[config.mk]
export PLATFORM = sky130hd
export DESIGN_NAME = cb_config_loader
export DESIGN_NICKNAME = d
export VERILOG_FILES = /design/src/rtl/cb_cfg_pkg.sv /design/src/rtl/cb_cfg_crc16.sv /design/src/rtl/cb_config_loader.sv
export SDC_FILE = /design/constraint.sdc
export NUM_CORES = 1
export LEC_CHECK = 0
export ABC_AREA = 1
export CORE_MARGIN = 3
export CORE_UTILIZATION = 35
export DETAILED_ROUTE_END_ITERATION = 10
export DONT_BUFFER_PORTS = 1
export MAX_ROUTING_LAYER = met4
export PLACE_DENSITY = 0.51
export SYNTH_ARGS = -nofsm -noshare
export SYNTH_HDL_FRONTEND = slang
export SYNTH_SLANG_ARGS = --single-unit
[constraint.sdc]
create_clock -name prog_clk -period 3.7 [get_ports prog_clk]
set_input_delay 0.74 -clock prog_clk [delete_from_list [all_inputs] [get_ports prog_clk]]
set_output_delay 0.74 -clock prog_clk [all_outputs]
set_load 0.03 [all_outputs]
[src/rtl/cb_cfg_pkg.sv]
// Shared types and constants for the connection-block config loader.
// Combinational helpers only; no latency or flow control of its own.
package cb_cfg_pkg;

    typedef enum logic [2:0] {
        IDLE,
        FETCH,
        SETUP,
        STROBE,
        CHECK,
        DONE
    } cb_state_e;

    localparam logic [15:0] CRC16_POLY = 16'h1021;
    localparam logic [15:0] CRC16_INIT = 16'hFFFF;

    localparam int MAX_BANKS = 16;

    // One nibble per bank, bank 0 in the low nibble: bank1 holds 2 bits, the rest 6.
    localparam logic [43:0] DEF_BANK_BITS = 44'h666_6666_6626;

    function automatic int total_bits(input logic [4*MAX_BANKS-1:0] bank_bits,
                                      input int num_banks);
        int sum;
        sum = 0;
        for (int b = 0; b < MAX_BANKS; b++) begin
            if (b < num_banks) sum += int'(bank_bits[4*b +: 4]);
        end
        return sum;
    endfunction

endpackage

[src/rtl/cb_cfg_crc16.sv]
// Serial CRC-16-CCITT step, one input bit per call, MSB-first shift.
// Purely combinational (zero latency); no flow control.
module cb_cfg_crc16
    import cb_cfg_pkg::*;
(
    input  logic [15:0] crc_i,
    input  logic        bit_i,
    output logic [15:0] crc_o
);

    always_comb begin
        crc_o = {crc_i[14:0], 1'b0};
        if (crc_i[15] ^ bit_i) crc_o = crc_o ^ CRC16_POLY;
    end

endmodule

[src/rtl/cb_config_loader.sv]
// Unpacks a bitstream into per-bit CB config writes; 2 cycles per bit plus 1 per fetched word.
// Stalls in FETCH until bs_valid; optional trailer CRC check under CB_LOADER_CRC_EN.
module cb_config_loader
    import cb_cfg_pkg::*;
#(
    parameter int                     DATA_W    = 16,
    parameter int                     LO_W      = 3,
    parameter int                     HI_W      = 4,
    parameter int                     NUM_BANKS = 11,
    parameter logic [4*NUM_BANKS-1:0] BANK_BITS = DEF_BANK_BITS
) (
    input  logic                 prog_clk,
    input  logic                 prog_rst_n,
    input  logic                 start,
    input  logic                 abort,
    input  logic                 bs_valid,
    output logic                 bs_ready,
    input  logic [DATA_W-1:0]    bs_data,
    output logic                 enable,
    output logic [LO_W+HI_W-1:0] address,
    output logic                 data_in,
    output logic                 busy,
    output logic                 done,
    output logic                 err
);

    localparam int WB_W   = $clog2(DATA_W);
    localparam int ADDR_W = LO_W + HI_W;
    localparam int BB_W   = 4 * (2 ** HI_W);

    // Zero-padded so any bank_q value indexes a defined nibble.
    localparam logic [BB_W-1:0] BB_PAD = BB_W'(BANK_BITS);

    cb_state_e           state_q, state_d;
    logic [HI_W-1:0]     bank_q, bank_d;
    logic [LO_W-1:0]     bit_q, bit_d;
    logic [DATA_W-1:0]   word_q, word_d;
    logic [WB_W-1:0]     wbit_q, wbit_d;
    logic [ADDR_W-1:0]   addr_q, addr_d;
    logic                data_q, data_d;
    logic                err_q, err_d;

    logic [3:0]          bank_len;
    logic [3:0]          bit_inc;
    logic                last_bit;
    logic                last_loc;
    logic                last_wbit;

`ifdef CB_LOADER_CRC_EN
    logic [15:0]         crc_q, crc_d, crc_upd;
    logic                trl_q, trl_d;

    cb_cfg_crc16 u_crc (
        .crc_i (crc_q),
        .bit_i (data_q),
        .crc_o (crc_upd)
    );
`endif

    always_comb begin
        bank_len  = BB_PAD[4*int'(bank_q) +: 4];
        bit_inc   = 4'(bit_q) + 4'd1;
        last_bit  = (bit_inc == bank_len);
        last_loc  = last_bit && (bank_q == HI_W'(NUM_BANKS - 1));
        last_wbit = (wbit_q == WB_W'(DATA_W - 1));
    end

    always_ff @(posedge prog_clk or negedge prog_rst_n) begin
        if (!prog_rst_n) begin
            state_q <= IDLE;
            bank_q  <= '0;
            bit_q   <= '0;
            word_q  <= '0;
            wbit_q  <= '0;
            addr_q  <= '0;
            data_q  <= 1'b0;
            err_q   <= 1'b0;
`ifdef CB_LOADER_CRC_EN
            crc_q   <= CRC16_INIT;
            trl_q   <= 1'b0;
`endif
        end else begin
            state_q <= state_d;
            bank_q  <= bank_d;
            bit_q   <= bit_d;
            word_q  <= word_d;
            wbit_q  <= wbit_d;
            addr_q  <= addr_d;
            data_q  <= data_d;
            err_q   <= err_d;
`ifdef CB_LOADER_CRC_EN
            crc_q   <= crc_d;
            trl_q   <= trl_d;
`endif
        end
    end

    always_comb begin
        state_d = state_q;
        bank_d  = bank_q;
        bit_d   = bit_q;
        word_d  = word_q;
        wbit_d  = wbit_q;
        addr_d  = addr_q;
        data_d  = data_q;
        err_d   = err_q;
`ifdef CB_LOADER_CRC_EN
        crc_d   = crc_q;
        trl_d   = trl_q;
`endif
        case (state_q)
            IDLE: begin
                if (start) begin
                    state_d = FETCH;
                    err_d   = 1'b0;
                    bank_d  = '0;
                    bit_d   = '0;
                    wbit_d  = '0;
`ifdef CB_LOADER_CRC_EN
                    crc_d   = CRC16_INIT;
                    trl_d   = 1'b0;
`endif
                end
            end
            FETCH: begin
                if (bs_valid) begin
                    word_d  = bs_data;
                    wbit_d  = '0;
                    state_d = SETUP;
`ifdef CB_LOADER_CRC_EN
                    if (trl_q) state_d = CHECK;
`endif
                end
            end
            SETUP: state_d = STROBE;
            STROBE: begin
`ifdef CB_LOADER_CRC_EN
                crc_d = crc_upd;
`endif
                if (last_bit) begin
                    bit_d  = '0;
                    bank_d = bank_q + 1'b1;
                end else begin
                    bit_d  = LO_W'(bit_inc);
                end
                if (last_loc) begin
`ifdef CB_LOADER_CRC_EN
                    state_d = FETCH;
                    trl_d   = 1'b1;
`else
                    state_d = DONE;
`endif
                end else if (last_wbit) begin
                    state_d = FETCH;
                end else begin
                    wbit_d  = wbit_q + 1'b1;
                    state_d = SETUP;
                end
            end
            CHECK: begin
`ifdef CB_LOADER_CRC_EN
                if (word_q[15:0] != crc_q) err_d = 1'b1;
`endif
                state_d = DONE;
            end
            DONE:    state_d = IDLE;
            default: state_d = IDLE;
        endcase

        // Address/data are captured on entry to SETUP so they hold steady across FETCH.
        if (state_d == SETUP) begin
            addr_d = {bank_d, bit_d};
            data_d = word_d[wbit_d];
        end

        if (abort && (state_q != IDLE)) begin
            state_d = IDLE;
            err_d   = 1'b1;
            addr_d  = '0;
            data_d  = 1'b0;
            word_d  = word_q;
        end
    end

    always_comb begin
        bs_ready = (state_q == FETCH);
        enable   = (state_q == STROBE);
        busy     = (state_q != IDLE) && (state_q != DONE);
        done     = (state_q == DONE);
        address  = addr_q;
        data_in  = data_q;
        err      = err_q;
    end

endmodule

# Yosys cells after proc, flatten, opt, wreduce, memory -nomap -nowiden
# Cells that the tools add are included.
dict set report op_classes {
  add_sub_neg 3
  order_cmp 1
  n_eq_ne 10
  shift 1
  mux 28
  n_reduce_logical 9
}
# op count
set op_table {}
lappend op_table {{64-bit by 7-bit variable part select with 4-bit output (first input constant)} 1}
lappend op_table {{16-bit two-way mux} 2}
lappend op_table {{4-bit two-way mux} 6}
lappend op_table {{3-bit two-way mux} 6}
lappend op_table {{3-bit case mux with 5 select lines} 1}
lappend op_table {{7-bit two-way mux} 2}
lappend op_table {{4-bit case mux with 3 select lines} 1}
lappend op_table {{3-bit by 2-bit == test with 1-bit output (second input constant)} 3}
lappend op_table {{4-bit by 1-bit adder with 4-bit output (second input constant)} 2}
lappend op_table {{4-bit == test (second input constant)} 2}
lappend op_table {{4-bit case mux with 2 select lines} 1}
lappend op_table {{3-bit == test (second input constant)} 2}
lappend op_table {{1-bit two-way mux} 6}
lappend op_table {{3-bit case mux with 2 select lines} 1}
lappend op_table {{2-bit nonzero test} 3}
lappend op_table {{4-bit by 5-bit < comparator with 1-bit output (second input constant)} 1}
lappend op_table {{3-bit by 1-bit adder with 4-bit output (second input constant)} 1}
lappend op_table {{1-bit binary-select mux with 4-bit select} 1}
lappend op_table {{4-bit == test} 1}
lappend op_table {{3-bit by 1-bit == test with 1-bit output (second input constant)} 1}
lappend op_table {{1-bit logical AND} 3}
lappend op_table {{3-bit zero test} 1}
lappend op_table {{3-bit != test (second input constant)} 1}
lappend op_table {{3-bit nonzero test} 1}
lappend op_table {{other kinds (2)} 2}
dict set report totals {
  ff_bits 39
  in_bits 21
  output_inout_bits 13
}

# Depth between registers and ports, before layout
# Gate-level depths: netlist of run 1.
dict set report logic_depth {
  word_depth 9
  ltp_mapped 19
  mapped_depth_nobuf 19
}

# Worst setup path before layout of run 1
# No wires, ideal clock.
dict set report synth_timing {
  path_kind {register to register}
  from {register bank_q[0]}
  to {register data_q, in the netlist data_in}
  arrival_time_ps 1934
  required_ps 3583
  slack_ps 1649
  stages_incl_launch_ff 19
  cell_sequence {dfrtp_1 > ha_1 > inv_1 > ha_1 > inv_1 > nand2_1 > nand2_1 > nand2_1 > nand2_1 > nor2_2 > nand3_2 > nand3_4 > nand3_4 > nand2_1 > nand3_1 > nand3_1 > nand3_1 > nand3_1 > nand2_1}
}
dict set report synth_between {
  elab_chain_cells 9
}
# item line_no
set synth_lines {}
lappend synth_lines {{start: declaration} cb_config_loader.sv:35} ;# logic [HI_W-1:0] bank_q, bank_d;
lappend synth_lines {{start signal: assignment} cb_config_loader.sv:84} ;# bank_q <= bank_d;
lappend synth_lines {{64-bit by 7-bit variable part select with 4-bit output} cb_config_loader.sv:61} ;# bank_len = BB_PAD[4*int'(bank_q) +: 4];
lappend synth_lines {{4-bit == test} cb_config_loader.sv:63} ;# last_bit = (bit_inc == bank_len);
lappend synth_lines {{1-bit logical AND *} cb_config_loader.sv:64} ;# last_loc = last_bit && (bank_q == HI_W'(NUM_BANKS - 1));
lappend synth_lines {{4-bit two-way mux *} cb_config_loader.sv:146} ;# if (last_loc) begin
lappend synth_lines {{4-bit case mux with 3 select lines *} cb_config_loader.sv:111} ;# case (state_q)
lappend synth_lines {{named net wbit_d[0]} cb_config_loader.sv:38} ;# logic [WB_W-1:0] wbit_q, wbit_d;
lappend synth_lines {{1-bit binary-select mux with 4-bit select *} cb_config_loader.sv:173} ;# data_d = word_d[wbit_d];
lappend synth_lines {{1-bit two-way mux (not written as such) *} cb_config_loader.sv:173}
lappend synth_lines {{1-bit two-way mux *} cb_config_loader.sv:171} ;# if (state_d == SETUP) begin
lappend synth_lines {{1-bit two-way mux *} cb_config_loader.sv:176} ;# if (abort && (state_q != IDLE)) begin
lappend synth_lines {{end signal: assignment} cb_config_loader.sv:89} ;# data_q <= data_d;
lappend synth_lines {{end: declaration} cb_config_loader.sv:40} ;# logic data_q, data_d;
# Mark *: on every way through the listed nets, which the timed path passes. The rest lies on a longest branch. The select of a mux whose other input is x is not followed.
# A chain may end at the register's enable or synchronous reset.

# Final worst setup path of run 1
dict set report layout_timing {
  from {register state_q[2]}
  to {output busy}
}
dict set report layout_between {
  elab_chain_cells 2
}
# item line_no
set layout_lines {}
lappend layout_lines {{start: declaration} cb_config_loader.sv:34} ;# cb_state_e state_q, state_d;
lappend layout_lines {{start signal: assignment} cb_config_loader.sv:83} ;# state_q <= state_d;
lappend layout_lines {{3-bit != test or 3-bit nonzero test (tied branches)} cb_config_loader.sv:188} ;# busy = (state_q != IDLE) && (state_q != DONE);
lappend layout_lines {{1-bit logical AND *} cb_config_loader.sv:188}
lappend layout_lines {{end: declaration} cb_config_loader.sv:22} ;# output logic busy,
# Mark *: on every way between the ends. The rest lies on a longest branch, timed or not.

==> reports/results.txt, run 1 <==
Pwr per Cell Area: 755 nW/µm²
top_reg_cell synth: dfrtp_1
DRC: 0
max-slew violation count: 0
Initial DRC Count: 118
Final Hold Viols: 0
worst skew pair latency: 0.29 ns
Critical Path Sink Type: output port
Antenna Nets Post-Route: 0
Slew Limit Headroom: 0.552
die width: 88.0 µm
First-pass DRT Iterations: 5
final setup fails: 0
routed wire length per instance: 13.6 µm
Finished Core Util: 0.399
vias per inst: 5.09
Boundary Pins: 34
# hold bufs at CTS: 0
Total GRT Usage: 0.153
Max clock buf depth: 2
Area Overhead vs Synth: 8.93%
CP peak stage delay: 0.52 ns
hpwl dp: 3960 µm
CP cell instances: inv_1 -> nor2_1 -> nor2_1
Yosys top cell area share: 0.414
Logic pwr share: 0.441
Crit Path Max Fanout: 7
die area: 7750 µm²
r2r setup slk: 1.32 ns
CTS tree: built
average cell area after synthesis: 7.50 µm²
Mapped Cells: 314
clock share of power: 0.222
critical path's slowest cell: dfrtp_1
grt ovf: 0
final setup margin: 1.25 ns
register bit total from synthesis: 39
Max Fclk: 408 MHz
internal power: 1.10 mW
Post-synth EDFFs: 0
Clock Sinks: 39
Num CTS Buffers: 5
WS Path Type: reg2out
total number of yosys warnings: 0
min Tclk post-route: 2.45 ns
Leak: 1.32 nW
most frequent cells in the layout: nand2_1, inv_1, dfrtp_1
syn_nets: 341
CP bufs+invs: 1
row count: 29
Post-Synthesis Cell Area: 2350 µm²
fillers: 663
first-pass GRT wire length: 9070 µm
asr flop ratio synth: 1.00
Sw Share: 0.434
post-CTS sizing: 0
H-tree depth: 2
family with the most delay on the worst path: simple AND/OR/NAND/NOR gates
Post-CTS Setup Repair Bufs: 0
commonest non-fill, non-tap cell in the layout: nand2_1
Seq pwr share: 0.337
antenna violations before repair: 0
worst-margin pin slew: 0.669 ns
CTS clk-pin slew, worst paths: 0.08 ns
maximum resistive drop on vdd: 0.000276 V
element type at the critical path start: flip-flop
Core Region: 6420 µm²
sequential area share after synthesis: 0.414
synth top area cells: dfrtp_1, nand2_1, inv_1
final period utilization: 0.663
unrepaired setup endpoints after global routing: no
post-synth top area cell: dfrtp_1
overall power: 1.94 mW
CP required: 2.96 ns
pre-CTS WS: 1.32 ns
layout cell share with drive strength beyond 1: 0.104
clock root buffer: clkbuf_8
vias in the first global route: 1881
initial core utilization: 0.367
Critical Path AT: 1.71 ns
clock skew: 0.00579 ns
# diodes: 0
die height: 88.0 µm
routed vias: 2005
total of max-cap violations: 0
RePlAce Congestion: 0.849
switching power: 840 µW
final net count: 343
PortBufs: 0
Post-Route WL: 5350 µm
outcome: finished clean
setup TNS: 0 ns
post-synthesis cell type count: 32
class of the worst hold path: in2async
critical path's most frequent cell: nor2_1
largest net degree at the start of global routing: 40
## layout make-up
class	count	area, µm²	area share
Multi-Input combinational cell	214	1140	0.443
Sequential cell	39	976	0.380
Inverter	54	205	0.0800
Tap cell	77	96.3	0.0376
Clock buffer	5	68.8	0.0268
Clock inverter	3	67.6	0.0263
Timing Repair Buffer	2	15.0	0.00585
## power groups by stage
stage	logic [mW]	registers [mW]	clock network (mW)
after floorplan	0.693	0.644	0
after global placement	0.855	0.660	0
after detailed placement	0.860	0.661	0
after CTS	0.867	0.653	0.445
after global routing	0.981	0.665	0.466
final	0.855	0.652	0.430
## registers in the layout, summed over array words and instances, names as in the netlist
signal   cells
word_q      16
address      7
bank_q       4
wbit_q       4
bit_q        3
state_q      3
data_in      1
err          1
## worst paths after layout
kind	cells past startpoint	start	to
max in group asynchronous	0	prog_rst_n	word_q[4]
hold reg to reg	2	word_q[2]	word_q[2]
setup reg to reg	18	bank_q[0]	data_in
setup / recovery	3	state_q[2]	busy
hold / removal	0	prog_rst_n	data_in
min in group prog_clk	1	start	err
## layer usage
metal | track usage | wire length (µm)
met1 | 0.215 | 2740
met2 | 0.218 | 2260
met3 | 0.0376 | 293
met4 | 0.0453 | 59
met5 | - | 0
## cell usage after synthesis, types with 2 or more instances
cell and count:
nand4_1 10, a21oi_1 20, nand2_1 77, inv_1 50
o21a_1 4, inv_2 3, o2111ai_1 2, clkbuf_1 3
o21ai_0 18, nand3_4 2, o21ai_2 6, nand3_1 24
dfrtp_1 39, buf_2 3, xor2_1 2, nor2_1 25
nor2_2 5, o211ai_1 2, ha_1 6
## through the flow
stage / hold slack, ns / cells / area (µm²)
global route: 0.106 / 394 / 2560
global placement: 0.446 / 386 / 2430
floorplan: 0.444 / 314 / 2350
finish: 0.132 / 394 / 2560
detailed placement: 0.446 / 386 / 2430
CTS: 0.117 / 394 / 2560
## cell families (layout without fill, tap and decap cells)
group | count (synthesis) | in the layout | share of synthesized area
fa+ha+maj | 6 | 6 | 0.0319
compound gates | 55 | 55 | 0.140
flops | 39 | 39 | 0.414
xor+xnor | 3 | 3 | 0.0112
simple gates | 150 | 150 | 0.299
buf+inv | 61 | 64 | 0.103
No activity file was read; power rests on OpenSTA's default activity.
==> run 2: changes to the inputs <==
Settings changed: PLACE_DENSITY 0.51 to 0.53.
Clock period 3.7 ns to 2.1 ns, I/O delays scaled along.
==> reports/results.txt, run 2 (synthesized netlist as in run 1, its figures left out) <==
design area: 2940 µm² (+15%)
first-pass GRT wire length: 10200 µm (+12%)
row count: 29 (unchanged)
DRC: 0 (unchanged)
final setup margin: -0.116 ns (-1.36 ns)
unrepaired setup endpoints after global routing: yes
vias in the first global route: 2080 (+11%)
grt ovf: 0 (unchanged)
clock share of power: 0.179 (-0.043)
Leak: 1.49 nW (+13%)
CP bufs+invs: 3 (+2)
clock skew: 0.00757 ns (+0.00178 ns)
family with the most delay on the worst path: simple AND/OR/NAND/NOR gates
element type at the critical path start: flip-flop
maximum resistive drop on vdd: 0.000481 V (+74%)
H-tree depth: 2 (unchanged)
Boundary Pins: 34 (unchanged)
Num CTS Buffers: 5 (unchanged)
CP peak stage delay: 0.36 ns (-0.16 ns)
Top reg by flops: word_q
CTS tree: built
CP required: 2.29 ns (-0.67 ns)
final net count: 368 (+7.3%)
hpwl dp: 4080 µm (+3.1%)
CTS clk-pin slew, worst paths: 0.08 ns (about the same)
die height: 88.0 µm (unchanged)
max FFs per register: 16 (unchanged)
CP cell instances: ha_2 -> inv_2 -> ha_4 -> inv_4 -> nand2_4 -> nand2_2 -> nand2_2 -> nor2_4 -> nand4_4 -> nand2_4 -> nand3_4 -> buf_4 -> nand4_1 -> nand3_1 -> nand3_1 -> nand3_2 -> nand3_2 -> nand2_1
routed vias: 2095 (+4.5%)
min Tclk post-route: 2.22 ns
Slew Limit Headroom: 0.613 (+0.0605)
most frequent cells in the layout: nand2_1, inv_1, dfrtp_1
Crit Path Max Fanout: 5 (-2)
Finished Layout Cells: 419 (+6.3%)
layout cell share with drive strength beyond 1: 0.257 (+0.153)
Core Region: 6420 µm² (unchanged)
total of max-cap violations: 0 (unchanged)
commonest non-fill, non-tap cell in the layout: nand2_1
fillers: 627 (-5.4%)
DP Area: 2550 µm² (+5.2%)
vias per inst: 5.00 (-1.7%)
WS Path Type: reg2reg
Max Fclk: 451 MHz
critical path's slowest cell: dfrtp_1
Antenna Nets Post-Route: 0 (unchanged)
antenna violations before repair: 0 (unchanged)
worst skew pair latency: 0.29 ns (about the same)
Area Overhead vs Synth: 24.8%
final setup fails: 7 (+7)
setup TNS: -0.488 ns (-0.488 ns)
Pwr per Cell Area: 1250 nW/µm² (+65%)
PortBufs: 0 (unchanged)
die width: 88.0 µm (unchanged)
switching power: 1.62 mW (+93%)
class of the worst hold path: in2reg
routed wire length per instance: 13.6 µm (+0.32%)
die area: 7750 µm² (unchanged)
Total GRT Usage: 0.173 (+0.0201)
Seq pwr share: 0.315 (-0.022)
Max clock buf depth: 2 (unchanged)
Finished Core Util: 0.457 (+0.0581)
internal power: 2.04 mW (+86%)
Final Hold Viols: 0 (unchanged)
# diodes: 0 (unchanged)
DP Cell Count: 401 (+3.9%)
Critical Path Sink Type: flip-flop
Post-Route WL: 5710 µm (+6.7%)
final period utilization: 1.06
Sw Share: 0.442 (+0.00865)
RePlAce Congestion: 0.874 (+3.0%)
failing checks: setup timing
largest net degree at the start of global routing: 40 (unchanged)
Critical Path AT: 2.40 ns (+0.69 ns)
Clock Sinks: 39 (unchanged)
Logic pwr share: 0.506 (+0.065)
Initial DRC Count: 113 (-4.2%)
clock root buffer: clkbuf_8
First-pass DRT Iterations: 4 (-1)
outcome: finished, violations left
max-slew violation count: 0 (unchanged)
worst-margin pin slew: 0.579 ns (-0.0902 ns)
initial core utilization: 0.367 (unchanged)
==> run 2: final timing paths <==
| kind | start | end | slack (ns) | cells past startpoint |
|---|---|---|---|---|
| max | bank_q[1] | data_in | -0.12 | 18 |
| max in group asynchronous | prog_rst_n | wbit_q[1] | 1.31 | 2 |
| min reg2reg | word_q[2] | word_q[2] | 0.55 | 2 |
| min in group asynchronous | prog_rst_n | bit_q[0] | 0.58 | 2 |
| max reg2reg | bank_q[1] | data_in | -0.12 | 18 |
| min | start | err | 0.21 | 1 |
==> run 2: what timing repair did <==
action | in CTS | in global routing
gates resized for setup | 21 | 27
pin swaps | 12 | 20
endpoints found under the setup margin | 8 | 11
buffers inserted | 1 | 5
gates cloned | 2 | 0
hold buffers | 2 | 0
hold endpoints to repair | 39 | 0
==> run 2: worst reg2reg max path, stage by stage (launching register included) <==
cell and delay, ns:
dfrtp_1 0.36, ha_2 0.18, inv_2 0.04, ha_4 0.15, inv_4 0.06, nand2_4 0.05, nand2_2 0.08, nand2_2 0.06
nor2_4 0.09, nand4_4 0.15, nand2_4 0.12, nand3_4 0.13, buf_4 0.17, nand4_1 0.07, nand3_1 0.10, nand3_1 0.11
nand3_2 0.09, nand3_2 0.07, nand2_1 0.05
==> run 2: area by class of cell <==
class | count | area [µm²] | area share
sequential | 39 | 976 | 0.332
multi-input combinational | 216 | 1310 | 0.446
timing repair buffer | 25 | 226 | 0.0771
clock buffer | 6 | 82.6 | 0.0281
inverter | 54 | 210 | 0.0716
clock inverter | 2 | 35.0 | 0.0119
tap | 77 | 96.3 | 0.0328
==> run 2: power by group through the flow <==
stage	Combinational (mW)	Clock (mW)	Sequential [mW]
after floorplan	1.22	0	1.13
after global placement	1.61	0	1.17
after detailed placement	1.62	0	1.17
after CTS	1.72	0.683	1.15
after global routing	2.13	0.724	1.18
final	1.85	0.656	1.15
==> run 2: routing by layer <==
layer | up-vias | share of wire | GRT usage
met4 | 0 | 0.0056 | 0.0426
met1 | 983 | 0.51 | 0.260
met2 | 40 | 0.44 | 0.238
met3 | 4 | 0.045 | 0.0320
li1 | 1068 | - | -
met5 | - | 0 | -
==> run 2: stage by stage <==
step                power [mW]  hold slack [ns]  setup WS [ns]
finish                    3.66            0.211         -0.116
global route              4.03            0.204         -0.282
CTS                       3.55            0.201        -0.0856
detailed placement        2.79            0.126         -0.121
global placement          2.77            0.126         -0.155
floorplan                 2.36            0.124         0.0488
